**config.mk**
```make
export PLATFORM = sky130hd
export DESIGN_NAME = fetch_width_aggregator
export DESIGN_NICKNAME = d
export VERILOG_FILES = /design/src/rtl/fetch_width_aggregator_pkg.sv /design/src/rtl/fetch_width_aggregator.sv
export SDC_FILE = /design/constraint.sdc
export NUM_CORES = 1
export LEC_CHECK = 0
export BUFFER_PORTS_ARGS = -buffer_cell sky130_fd_sc_hd__clkbuf_2
export CAP_MARGIN = 5
export CORE_MARGIN = 3
export CORE_UTILIZATION = 45
export DETAILED_ROUTE_END_ITERATION = 8
export HOLD_SLACK_MARGIN = 0.05
export PLACE_DENSITY = 0.8
export RECOVER_POWER = 50
export SLEW_MARGIN = 20
export SYNTH_ARGS = -nofsm -noshare
export SYNTH_HDL_FRONTEND = slang
export SYNTH_SLANG_ARGS = --single-unit
```
**constraint.sdc**
```tcl
create_clock -name clk -period 2.5 [get_ports clk]
set_input_delay 0.5 -clock clk [delete_from_list [all_inputs] [get_ports clk]]
set_output_delay 0.5 -clock clk [all_outputs]
set_load 0.01 [all_outputs]
```
**src/rtl/fetch_width_aggregator_pkg.sv**
```systemverilog
// Shared constants and helpers for the fetch width aggregator.
package fetch_width_aggregator_pkg;

   localparam int unsigned DEFAULT_FETCH_WIDTH = 2;

   // Width of a field that holds 0..fetch_width inclusive.
   function automatic int unsigned fw_bits(input int unsigned fetch_width);
      return 32'($clog2(fetch_width)) + 32'd1;
   endfunction

endpackage

```
**src/rtl/fetch_width_aggregator.sv**
```systemverilog
// Packs a narrow show-ahead FIFO word stream into packets of 1..FETCH_WIDTH
// words, oldest word in slot 0, with a runtime-selectable packet width.
module fetch_width_aggregator
   import fetch_width_aggregator_pkg::*;
#(
   parameter int unsigned DATA_WIDTH  = 8,
   parameter int unsigned FETCH_WIDTH = DEFAULT_FETCH_WIDTH,
   parameter int unsigned FW_BITS     = fw_bits(FETCH_WIDTH)
) (
   input  logic                              clk,
   input  logic                              rst_n,
   input  logic [DATA_WIDTH-1:0]             sender_data,
   input  logic                              sender_empty_n,
   output logic                              sender_deq,
   output logic [FETCH_WIDTH*DATA_WIDTH-1:0] receiver_data,
   input  logic                              receiver_full_n,
   output logic                              receiver_enq,
   input  logic                              change_fetch_width,
   input  logic [FW_BITS-1:0]                input_fetch_width
);

   logic [FW_BITS-1:0] count_q, count_d;
   logic [FW_BITS-1:0] fw_q, fw_d;
   logic [FW_BITS-1:0] fw_eff;
   logic [FW_BITS-1:0] idx;
   logic [FW_BITS-1:0] next_cnt;
   logic               full_q, full_d;
   logic               accept;
   logic               drain;
   logic               legal_change;
   logic               start;
   logic               clear;

   // Handshakes; both forced low while reset is held.
   assign drain        = rst_n & full_q & receiver_full_n;
   assign accept       = rst_n & sender_empty_n & (~full_q | receiver_full_n);
   assign receiver_enq = drain;
   assign sender_deq   = accept;

   assign legal_change = change_fetch_width
                       & (input_fetch_width >= FW_BITS'(1))
                       & (input_fetch_width <= FW_BITS'(FETCH_WIDTH));

   // A new packet begins at slot 0 after a drain, a width change, or from empty.
   assign start = legal_change | drain | (count_q == '0);

   // Partial packet is discarded on a width change unless a full packet is still held.
   assign clear = legal_change & ~accept & ~(full_q & ~drain);

   // Next-state for count, packet_full and fetch width.
   always_comb begin
      fw_eff   = legal_change ? input_fetch_width : fw_q;
      idx      = start ? '0 : count_q;
      next_cnt = idx + FW_BITS'(1);
      fw_d     = fw_eff;
      count_d  = count_q;
      full_d   = full_q & ~drain;
      if (accept) begin
         if (next_cnt == fw_eff) begin
            full_d  = 1'b1;
            count_d = '0;
         end else begin
            full_d  = 1'b0;
            count_d = next_cnt;
         end
      end else if (legal_change) begin
         count_d = '0;
      end
   end

   // Control registers.
   always_ff @(posedge clk or negedge rst_n) begin
      if (!rst_n) begin
         count_q <= '0;
         full_q  <= 1'b0;
         fw_q    <= FW_BITS'(FETCH_WIDTH);
      end else begin
         count_q <= count_d;
         full_q  <= full_d;
         fw_q    <= fw_d;
      end
   end

   // Per-slot packing buffer; the buffer drives receiver_data directly.
   for (genvar i = 0; i < FETCH_WIDTH; i++) begin : g_slot
      logic [DATA_WIDTH-1:0] slot_q;
      logic [DATA_WIDTH-1:0] slot_d;

      // Slot 0 takes the first word of a new packet, other slots are wiped.
      always_comb begin
         slot_d = slot_q;
         if (accept) begin
            if (start) begin
               slot_d = (i == 0) ? sender_data : '0;
            end else if (count_q == FW_BITS'(i)) begin
               slot_d = sender_data;
            end
         end else if (clear) begin
            slot_d = '0;
         end
      end

      // Slot storage.
      always_ff @(posedge clk or negedge rst_n) begin
         if (!rst_n) begin
            slot_q <= '0;
         end else begin
            slot_q <= slot_d;
         end
      end

      assign receiver_data[i*DATA_WIDTH +: DATA_WIDTH] = slot_q;
   end

endmodule

```
Word level (Yosys, flattened, before mapping)
Index checks and enable logic that the tools add are counted.
- flip-flop bits (word level): 21
- input bits: 15
- output and inout port bits: 18
- word-level logic and storage cells: 47
- $add $sub $neg: 1
- magnitude comparators: 2
- equality and inequality tests: 4
- multiplexer cells: 14
- bitwise operators: 16
- reductions and logical operators: 5
- operator list (cell ; number):
    2-to-1 mux 8 bit ; 7
    2-to-1 mux 2 bit ; 5
    bitwise AND 1 bit ; 9
    inequality test 3 x 1 -> 1 bit, second input constant ; 2
    inverter 1 bit ; 4
    AND reduction 2 bit ; 2
    nonzero test 2 bit ; 2
    OR 1 bit ; 3
    adder 2 x 1 -> 2 bit, second input constant ; 1
    == test 2 x 1 -> 1 bit, second input constant ; 1
    == test 2 bit ; 1
    >= comparator 2 x 1 -> 1 bit, second input constant ; 1
    less-or-equal comparator 2 bit, second input constant ; 1
    logical NOT 2 bit ; 1
    2-to-1 mux 1 bit ; 2

Logic depth before layout (Yosys ltp)
- depth after elaboration: 10
- gate-level depth with buffers: 7
- depth with buffers taken out: 5

Worst setup path after synthesis
No wires, ideal clock.
- path kind: input to register
- start: input input_fetch_width[1]
- end: register g_slot[1].slot_q[1]
- setup time: 0.125 ns
- arrival: 1.700 ns
- required time: 2.375 ns
- path slack: 0.676 ns
- stages on the path: 5
- path buffers: 0
- cell sequence: xor2_1 and2_1 a32o_2 a21oi_4 mux2_2
- word-level cells in the longest chain between the ends: 7
- elaborated cells between the ends (all ways): 13
- those cells by class: order compare (2); eq/ne (1); mux (2); bitwise (6); reduce/logical (2)
- RTL lines (what ; RTL line ; source):
    start: declaration ; fetch_width_aggregator.sv:19 ; input logic [FW_BITS-1:0] input_fetch_width
    >= comparator 2 x 1 -> 1 bit ; fetch_width_aggregator.sv:41 ; & (input_fetch_width >= FW_BITS'(1))
    bitwise AND 1 bit ; fetch_width_aggregator.sv:41 ;
    bitwise AND 1 bit * ; fetch_width_aggregator.sv:42 ; & (input_fetch_width <= FW_BITS'(FETCH_WIDTH));
    OR 1 bit or bitwise AND 1 bit (tied branches) (2 in series) ; fetch_width_aggregator.sv:45, fetch_width_aggregator.sv:48 ;
    inequality test 3 x 1 -> 1 bit (no line), or another cell as far along ; -- ;
    AND reduction 2 bit (no line) or 2-to-1 mux 8 bit (tied branches) ; -- ;
    end signal: assignment ; fetch_width_aggregator.sv:108 ; slot_q <= slot_d;
    end: declaration ; fetch_width_aggregator.sv:86 ; logic [DATA_WIDTH-1:0] slot_q;
Every way passes the cells marked *; elsewhere a longest branch is shown, timed or not.
A chain may end at the register's enable or synchronous reset.

Final worst setup path
- start: input rst_n
- end: output sender_deq
- word-level cells in the longest chain between the ends: 2
- RTL lines (what ; RTL line ; source):
    start: declaration ; fetch_width_aggregator.sv:11 ; input logic rst_n,
    bitwise AND 1 bit (2 in series) ; fetch_width_aggregator.sv:36 ; assign accept = rst_n & sender_empty_n & (~full_q | receiver_full_n);
    end: declaration ; fetch_width_aggregator.sv:14 ; output logic sender_deq,
Every way passes these cells.

==> key figures <==
Timing
  • Worst slew pin tran: 494.5 ps
  • Setup Viol. Count Final: 0
  • Clock skew: 5.575 ps
  • Setup TNS: 0 ps
  • Achievable Freq: 0.4300 GHz
  • Tcrit/Tclk final: 0.9303
  • Worst rel slew slack: 0.6678
  • Hold Fails Final Rpt: 0
  • RSZ-0062 raised after global routing: no
  • WHS: 412.1 ps
  • Fin crit period: 2326 ps
  • Pins Over Slew Limit: 0

Synth
  • Synth Area in Compound Gates: 0.1421
  • Post-Synth Adder-Cell Area: 0
  • Synth async-reset ratio: 1.000
  • Area leader, netlist: dfrtp_1
  • Simple-gate portion of the synthesized area: 0.1752
  • Multiplexer area fraction after synthesis: 0.1453
  • Synth area leaders: dfrtp_1 (43%), mux2i_1 (6.8%), mux2_2 (6.7%), nand2_1 (5.4%), inv_1 (3.8%)
  • Seq/Total Area, Yosys: 0.4498
  • Top post-synthesis cells by count: dfrtp_1 (20), nand2_1 (17), inv_1 (12), mux2i_1 (8)
  • Largest family of logic cells by synthesized area: simple AND/OR/NAND/NOR gates
  • Syn Std Cell Area: 0.001171 sq mm
  • Synth Area in XOR/XNOR: 0.007479
  • Yosys cell types: 39
  • Seq cells post-synth: 21
  • Syn avg cell area: 10.18 sq um
  • Most numerous cell in the Yosys netlist: dfrtp_1
  • Yosys warning total: 0
  • Area share of the largest cell type after synthesis: 0.4274
  • Cells after Synth: 115
  • Synth Net Count: 130
  • Post-synth EDFFs: 0
  • Primary FF master, synth: dfrtp_1

Place
  • Global placer's final weighted congestion: 0.7988
  • Placed inst area: 0.001325 sq mm
  • PortBufs: 32
  • DP HPWL: 1.915 mm

Layout
  • Seq. cell area: 526.8 sq um
  • Finished Cell Area: 0.001351 sq mm
  • Ant diodes: 0
  • Share of layout cells above drive strength 1: 0.2770
  • Final Util: 0.5775
  • P&R area growth vs syn: 15.38%
  • Fillers: 214
  • Layout net count: 164
  • Multi-input logic area: 550.5 sq um

Floorplan
  • Chip height: 57.02 um
  • Die area: 0.003251 sq mm
  • I/O pin count: 33
  • Site Rows: 17
  • Core area: 0.002340 sq mm
  • Initial cell density of the core: 0.5005
  • Die width: 57.02 um

Setup path
  • Reg-to-reg slack, setup: 610 ps
  • R2r startpoint: fw_q[1]
  • Crit path capture type: output port
  • CP Capture Point: sender_deq
  • R2R Path End: count_q[0]
  • Cell repeated most along the worst path: clkbuf_2
  • Worst Path Required: 2000 ps
  • Max stage delay on crit path: 530 ps
  • Reg2reg path depth: 5
  • Cell-by-cell trace of the critical path: dlygate4sd3_1 > clkbuf_2 > and3_2 > clkbuf_2
  • Crit start category: input pin
  • Critical path class: in2out
  • CP startpoint: rst_n
  • Critical Path Slowest Stage Cell: dlygate4sd3_1
  • Data arrival, critical path: 1830 ps
  • CP max FO: 20

Pwr
  • LEAKAGE: 0.6935 nW
  • VDD IR max: 454.1 uV
  • Pwr dens: 761.9 mW/mm^2
  • Overall power: 1.030 mW

Route
  • Via Count: 976
  • DRT iter0 DRCs: 13
  • First-pass DRT Iterations: 4
  • DR WL/cell: 14.05 um
  • Post-route ant nets: 0
  • DRC violations left: 0
  • Vias per cell: 5.545
  • DRT Wirelength: 2.472 mm

Clocking
  • Clk root buf: clkbuf_4
  • CTS Hold Buffers Added: 1
  • Worst-path clk slew: 110 ps
  • Num CTS Buffers: 3
  • Max Buffers Root-to-Sink: 2
  • Postcts setup bufs: 0
  • Post_cts resized: 0
  • Clock sink count: 21
  • CTS tree: done
  • H-tree depth: 1
  • Clk Latency, worst-skew pair: 300 ps

Global route
  • Initial antenna violation count: 0
  • GRT overflow: 0
  • Largest net degree at the start of global routing: 22
  • GRT Resource Usage Total: 0.1626
  • Global-route wire length before repair: 4.146 mm
  • Vias in the first global route: 952

Flow run
  • Max-cap viol count: 0

Min path
  • Worst hold path class: in2reg
  • Hold Path Depth: 3

Status
  • Status: completed
[kinds of logic (layout without fill, tap and decap cells)]
logic type / after synthesis / count (layout)
multiplexers: 16 / 16
AO/OA/AOI/OAI: 20 / 20
AND/OR/NAND/NOR: 40 / 40
flip-flops: 21 / 21
buffers and inverters: 17 / 50
XOR/XNOR: 1 / 1
[power breakdown]
part | internal, mW | switching (mW)
logic | 0.172 | 0.222
registers | 0.415 | 0.0594
clock network | 0.0623 | 0.0993
[state kept, by name, summed over array words and instances, names as in the netlist]
register       flops
fw_q               2
full_q             1
g_slot.slot_q     16
count_q            2
[layout by cell type (no fill, tap or decap), types with 4 or more instances in the layout]
master and n:
clkbuf_2 24, o21ai_0 4, dfrtp_1 20, mux2_2 7
inv_1 12, and3_1 7, clkbuf_1 9, nand2_1 17
mux2i_1 8, nor2_1 4
[metal layers]
layer | wire, um | track usage | vias up | share of wire
met4 | 84 | 0.08940 | 0 | 0.034
met3 | 169 | 0.03620 | 9 | 0.068
met5 | 0 | 0 | - | 0
li1 | - | - | 467 | -
met2 | 1196 | 0.2724 | 38 | 0.48
met1 | 1021 | 0.1928 | 462 | 0.41
[per-stage QoR]
step | worst slack [ps] | instances
after global routing | 95.18 | 176
after CTS | 167.8 | 176
after global placement | 467.3 | 171
final | 174.2 | 176
after floorplan | 675.6 | 115
after detailed placement | 400.1 | 171
[worst min path at each step]
stage	start	endpoint	slack, ps
finish	sender_data[2]	g_slot[0].slot_q[2]	410
global route	sender_data[2]	g_slot[0].slot_q[2]	410
CTS	sender_data[2]	g_slot[0].slot_q[2]	410
detailed placement	rst_n	count_q[1]	320
global placement	rst_n	count_q[1]	320
floorplan	rst_n	count_q[0]	200
[layout make-up]
class,count,area share
inverters,12,0.03333
repair buffers,34,0.1241
flip-flops and latches,21,0.3898
well taps,28,0.02593
clock buffers,4,0.01944
multi-input cells,77,0.4074
[worst max-delay path: cells and delay by family]
kind	cells	cell delay, ps
simple gates	1	410
buf+inv	3	910
Note: power is estimated with default switching activity, not from simulation.
